## src/rtl/qisp_pkg.sv

```systemverilog
// rtl/qisp_pkg.sv - shared widths, counts and write-back destination encodings
package qisp_pkg;

    localparam int DATA_W    = 16;
    localparam int NUM_REGS  = 16;
    localparam int NUM_TASKS = 2;

    typedef enum logic [1:0] {
        DST_REG  = 2'b00,
        DST_QP   = 2'b01,
        DST_PC   = 2'b10,
        DST_NONE = 2'b11
    } wb_dst_e;

    // Only one destination is written per cycle: pc beats reg beats qp.
    function automatic wb_dst_e resolve_dst(input logic reg_en, input logic qp_en,
                                            input logic pc_en);
        if (pc_en)       return DST_PC;
        else if (reg_en) return DST_REG;
        else if (qp_en)  return DST_QP;
        else             return DST_NONE;
    endfunction

    function automatic logic multi_strobe(input logic a, input logic b, input logic c);
        return (a & b) | (a & c) | (b & c);
    endfunction

endpackage

```

## src/rtl/wb_regbank.sv

```systemverilog
// rtl/wb_regbank.sv - one task's register file, PC and QP with two async read ports
module wb_regbank
    import qisp_pkg::*;
#(
    parameter int DATA_W  = qisp_pkg::DATA_W,
    parameter int PC_STEP = 1
) (
    input  logic              clk,
    input  logic              rst_n,
    input  wb_dst_e           i_wr_dst,
    input  logic [3:0]        i_wr_sel,
    input  logic [DATA_W-1:0] i_wr_data,
    input  logic              i_step,
    input  logic [3:0]        i_rd_sel_a,
    input  logic [3:0]        i_rd_sel_b,
    output logic [DATA_W-1:0] o_rd_data_a,
    output logic [DATA_W-1:0] o_rd_data_b,
    output logic [DATA_W-1:0] o_pc,
    output logic [DATA_W-1:0] o_qp
);

    logic [DATA_W-1:0] r_regs [NUM_REGS];
    logic [DATA_W-1:0] r_pc;
    logic [DATA_W-1:0] r_qp;

    always_ff @(posedge clk or negedge rst_n) begin
        if (!rst_n) begin
            for (int i = 0; i < NUM_REGS; i++) r_regs[i] <= '0;
        end else if (i_wr_dst == DST_REG) begin
            r_regs[i_wr_sel] <= i_wr_data;
        end
    end

    // A direct PC write overrides a step landing in the same cycle.
    always_ff @(posedge clk or negedge rst_n) begin
        if (!rst_n) begin
            r_pc <= '0;
            r_qp <= '0;
        end else begin
            if (i_wr_dst == DST_PC)
                r_pc <= i_wr_data;
            else if (i_step)
                r_pc <= r_pc + DATA_W'(PC_STEP);
            if (i_wr_dst == DST_QP)
                r_qp <= i_wr_data;
        end
    end

    assign o_rd_data_a = r_regs[i_rd_sel_a];
    assign o_rd_data_b = r_regs[i_rd_sel_b];
    assign o_pc        = r_pc;
    assign o_qp        = r_qp;

endmodule

```

## src/rtl/task_regfile.sv

```systemverilog
// rtl/task_regfile.sv - two-task register file with write-back bypass and registered operands
module task_regfile
    import qisp_pkg::*;
#(
    parameter int DATA_W  = qisp_pkg::DATA_W,
    parameter int PC_STEP = 1
) (
    input  logic              clk,
    input  logic              rst_n,
    input  logic [DATA_W-1:0] wb_result,
    input  logic              wb_reg,
    input  logic              wb_qp,
    input  logic              wb_pc,
    input  logic              wb_ts,
    input  logic [3:0]        wb_sel_rd,
    input  logic              rd_en,
    input  logic              rd_ts,
    input  logic [3:0]        rd_sel_a,
    input  logic [3:0]        rd_sel_b,
    output logic [DATA_W-1:0] opr_a,
    output logic [DATA_W-1:0] opr_b,
    output logic              opr_valid,
    input  logic              pc_step,
    input  logic              pc_ts,
    output logic [DATA_W-1:0] pc_out,
    output logic [DATA_W-1:0] qp_out,
    output logic              wb_err
);

    wb_dst_e           w_dst;
    logic              w_multi;
    logic [DATA_W-1:0] w_rd_a [NUM_TASKS];
    logic [DATA_W-1:0] w_rd_b [NUM_TASKS];
    logic [DATA_W-1:0] w_pc   [NUM_TASKS];
    logic [DATA_W-1:0] w_qp   [NUM_TASKS];
    logic              w_byp_a;
    logic              w_byp_b;
    logic [DATA_W-1:0] w_nxt_a;
    logic [DATA_W-1:0] w_nxt_b;

    logic [DATA_W-1:0] r_opr_a;
    logic [DATA_W-1:0] r_opr_b;
    logic              r_opr_valid;
    logic              r_wb_err;

    assign w_dst   = resolve_dst(wb_reg, wb_qp, wb_pc);
    assign w_multi = multi_strobe(wb_reg, wb_qp, wb_pc);

    for (genvar t = 0; t < NUM_TASKS; t++) begin : g_bank
        wb_regbank #(
            .DATA_W  (DATA_W),
            .PC_STEP (PC_STEP)
        ) u_bank (
            .clk         (clk),
            .rst_n       (rst_n),
            .i_wr_dst    ((int'(wb_ts) == t) ? w_dst : DST_NONE),
            .i_wr_sel    (wb_sel_rd),
            .i_wr_data   (wb_result),
            .i_step      (pc_step && (int'(pc_ts) == t)),
            .i_rd_sel_a  (rd_sel_a),
            .i_rd_sel_b  (rd_sel_b),
            .o_rd_data_a (w_rd_a[t]),
            .o_rd_data_b (w_rd_b[t]),
            .o_pc        (w_pc[t]),
            .o_qp        (w_qp[t])
        );
    end

    // Forward only a register write that actually wins arbitration this cycle.
    assign w_byp_a = (w_dst == DST_REG) && (wb_ts == rd_ts) && (wb_sel_rd == rd_sel_a);
    assign w_byp_b = (w_dst == DST_REG) && (wb_ts == rd_ts) && (wb_sel_rd == rd_sel_b);
    assign w_nxt_a = w_byp_a ? wb_result : w_rd_a[rd_ts];
    assign w_nxt_b = w_byp_b ? wb_result : w_rd_b[rd_ts];

    always_ff @(posedge clk or negedge rst_n) begin
        if (!rst_n) begin
            r_opr_a     <= '0;
            r_opr_b     <= '0;
            r_opr_valid <= 1'b0;
            r_wb_err    <= 1'b0;
        end else begin
            r_opr_valid <= rd_en;
            if (rd_en) begin
                r_opr_a <= w_nxt_a;
                r_opr_b <= w_nxt_b;
            end
            if (w_multi)
                r_wb_err <= 1'b1;
        end
    end

    assign opr_a     = r_opr_a;
    assign opr_b     = r_opr_b;
    assign opr_valid = r_opr_valid;
    assign wb_err    = r_wb_err;
    assign pc_out    = w_pc[pc_ts];
    assign qp_out    = w_qp[rd_ts];

endmodule

```

## config.mk

```make
export PLATFORM = sky130hd
export DESIGN_NAME = task_regfile
export DESIGN_NICKNAME = d
export VERILOG_FILES = /design/src/rtl/qisp_pkg.sv /design/src/rtl/wb_regbank.sv /design/src/rtl/task_regfile.sv
export SDC_FILE = /design/constraint.sdc
export NUM_CORES = 1
export LEC_CHECK = 0
export BUFFER_PORTS_ARGS = -buffer_cell sky130_fd_sc_hd__buf_4
export CAP_MARGIN = 20
export CORE_MARGIN = 3
export CORE_UTILIZATION = 30
export CTS_CLUSTER_SIZE = 12
export DETAILED_ROUTE_END_ITERATION = 10
export PLACE_DENSITY = 0.44
export SLEW_MARGIN = 20
export SYNTH_ARGS = -nofsm -noshare
export SYNTH_HDL_FRONTEND = slang
export SYNTH_HIERARCHICAL = 1
export SYNTH_SLANG_ARGS = --single-unit
```

## constraint.sdc

```tcl
create_clock -name clk -period 2.3 [get_ports clk]
set_input_delay 0.115 -clock clk [delete_from_list [all_inputs] [get_ports clk]]
set_output_delay 0.115 -clock clk [all_outputs]
set_load 0.05 [all_outputs]
```

==> results.toml <==
[clock_network]
ctsHtreeMaxLevel = 3
cts_setup_buffers = 0
clkTransAtPathRegs_ns = 0.06
cts_sinks = 610
tritoncts = "yes"
cts_root_buf = "clkbuf_16"
numCtsBuffers = 76
clk_latency_ns = 0.63
cts_buffer_depth = 3

[die]
num_rows = 119
ios = 104
die_height_um = 335
fp.coreArea_um2 = 106000
die_w_um = 335
initial_core_util_pct = 30.5
die_area_um2 = 112000

[synthesis]
yosysMostFrequentCell = "dfrtp_1"
synth_edf_count = 0
seq_area_frac_synth_pct = 47.1
synthFlopType = "dfrtp_1"
synthDistinctLibCells = 55
netlist.area_leader.share_pct = 47.1
ys_warn_count = 6
synth_area_leaders = "dfrtp_1 (47%), mux2_2 (21%), mux4_2 (18%), a22oi_1 (3.0%), nand2_1 (1.7%)"
synth.top_cells.by_count = "dfrtp_1 (610), mux2_2 (598), mux4_2 (256)"
yosys_register_bits = 610
syn_nets = 2280
async_flop_share_pct = 100
avgSynthCellArea_um2 = 14.5
syn_inst = 2240
netlist_area_um2 = 32400
yosysTopAreaCell = "dfrtp_1"

[final_layout]
fillers = 10100
layout-drive-gt1-share_pct = 52.2
final_core_util_pct = 36.5
layoutNonFillerInstCount = 3852
syn_to_final_growth_pct = 19.6
nets = 2445
regArea_um2 = 15300
multiInputGateArea_um2 = 16100

[global_route]
grt_max_degree = 99
antenna_found_initial = 4
grt_pass1_wl_um = 163000
grt_pass1_vias = 22900
gr-total-overflow = 0
grtUsageTotal_pct = 19.9

[sta]
slew_violations = 0
rsz0062_at_grt = "no"
period_needed_ns = 2.24
fin_ws_ns = 0.0561
period_share_pct = 97.6
worst_pin_slew_ns = 1.12
skew_ns = 0.0227
finalHoldViolations = 0
clock.fmax_mhz = 446
slew_headroom_pct = 25.1
setup_viol = 0

[route]
viasPerCell = 5.48
drc = 0
first_pass_iters = 5
vias = 21100
first_iter_violations = 1389
wl_per_cell_um = 28.7
drt.antenna.violating_nets = 0
wl_um = 111000

[setup_path]
startpoint_type = "flop"
worstRegToRegCells = 6
r2r_slack_ns = 0.06
crit_slowest_cell = "a22oi_1"
cp-startpoint = "g_bank[0].u_bank/r_regs[76]$_DFFE_PN0P_"
crit_type = "reg -> reg"
timing.critical_path.arrival_ns = 2.74
worstPathCellList = "mux4_2 > a22oi_1 > nand2_1 > mux2_2 > nand2_1 > o221ai_1"
cp.required_ns = 2.80
cp-end-kind = "flop"
worst-path-max-fanout = 3
endpoint = "opr_b[12]$_DFFE_PN0P_"
r2r-end = "opr_b[12]$_DFFE_PN0P_"
cpPeakStageDelay_ns = 0.49
cp_common_cell = "nand2_1"
worstReg2RegStart = "g_bank[0].u_bank/r_regs[76]$_DFFE_PN0P_"

[hold_path]
hold_path.class = "in -> reg"

[pwr]
p_leak_nw = 17.2
report.power.total_w = 0.0309
ir_drop_mv = 0.490
powerDensity_nw_per_um2 = 798

[place]
dp_hpwl_um = 71100
place.gp.congestion = 0.798
dp_cells = 3700
port-buffer-count = 103
pre_cts_slack_ns = -0.230

[run]
cap_violations = 0

[outcome]
outcome = "finished clean"
[state kept, by name, summed over array words and instances, names as in the netlist]
name and flops:
opr_a 16, g_bank.u_bank/o_pc 32, wb_err 1, opr_valid 1
g_bank.u_bank/o_qp 32, g_bank.u_bank/r_regs 512, opr_b 16
[critical path, delay by kind of cell, from the launching register on]
family,cells,cell delay [ns]
and+or+nand+nor,2,0.33
muxes,2,0.80
AOI/OAI and AO/OA,2,0.59
DFF,1,0.39
[cell usage in the layout, fill, tap and decap left out, types with 19 or more instances in the layout]
cell	instances
o21ai_0	28
nand3_1	40
xnor2_1	19
mux4_2	256
clkbuf_1	19
dfrtp_1	610
clkbuf_16	79
buf_4	205
buf_12	56
mux2_2	598
inv_1	38
nand2_1	148
a22oi_1	128
o221ai_1	22
[where the power goes]
part | switching [W] | internal, W
logic | 0.00285 | 0.00255
registers | 0.000961 | 0.0119
clock network | 0.00484 | 0.00783
[worst min-delay path by stage]
stage                        startpoint                                        to  slack, ns  cells after the start
after global routing      wb_result[14]     g_bank[0].u_bank/o_pc[14]$_DFFE_PN0P_       0.05                      3
after floorplan                   rst_n      g_bank[0].u_bank/o_pc[0]$_DFFE_PN0P_      -0.18                      0
final                     wb_result[13]     g_bank[0].u_bank/o_pc[13]$_DFFE_PN0P_       0.02                      3
after detailed placement          rst_n  g_bank[1].u_bank/r_regs[193]$_DFFE_PN0P_       0.04                      1
after CTS                 wb_result[13]     g_bank[0].u_bank/o_pc[13]$_DFFE_PN0P_      0.005                      3
after global placement            rst_n  g_bank[1].u_bank/r_regs[209]$_DFFE_PN0P_       0.03                      1
[area by class of cell]
cell class                      instances  area share [%]
Clock buffer                          108            5.64
Clock inverter                         23            1.10
Tap cell                             1391            4.49
Timing Repair Buffer                  283            7.48
Multi-Input combinational cell       1396            41.5
Inverter                               38           0.368
Sequential cell                       610            39.4
Antenna cell                            3          0.0194
[kinds of logic (layout without fill, tap and decap cells)]
| family | Yosys count | in the layout | synth area share [%] |
|---|---|---|---|
| multiplexers | 866 | 866 | 39.1 |
| flip-flops | 610 | 610 | 47.1 |
| AND/OR/NAND/NOR | 294 | 294 | 4.73 |
| buffers and inverters | 234 | 452 | 3.29 |
| AO/OA/AOI/OAI | 200 | 200 | 4.72 |
| XOR/XNOR | 34 | 34 | 0.920 |
| adder cells (fa/ha/maj) | 2 | 2 | 0.0773 |
| other | 0 | 3 | 0 |
[metrics by stage]
stage / cell area [um2] / hold WS (ns) / setup TNS, ns
after floorplan: 32400 / -0.181 / 0
after global placement: 35900 / 0.0305 / -0.427
after detailed placement: 35900 / 0.0358 / -0.395
after CTS: 38700 / 0.00500 / 0
after global routing: 38700 / 0.0457 / 0
final: 38700 / 0.0243 / 0
[routing by layer]
layer	wire length (um)	vias up	track usage [%]	part of all wire [%]
li1	-	8922	-	-
met2	50600	558	31.2	46
met5	0	-	0	0
met3	6270	165	4.05	5.7
met1	50400	11500	27.9	46
met4	3420	0	5.99	3.1
[timing repair]
action	in CTS	in global routing
resized for setup	0	0
hold endpoints to repair	444	0
hold buffers	18	0
setup endpoints to repair	0	0
No activity file was read; power rests on OpenSTA's default activity.
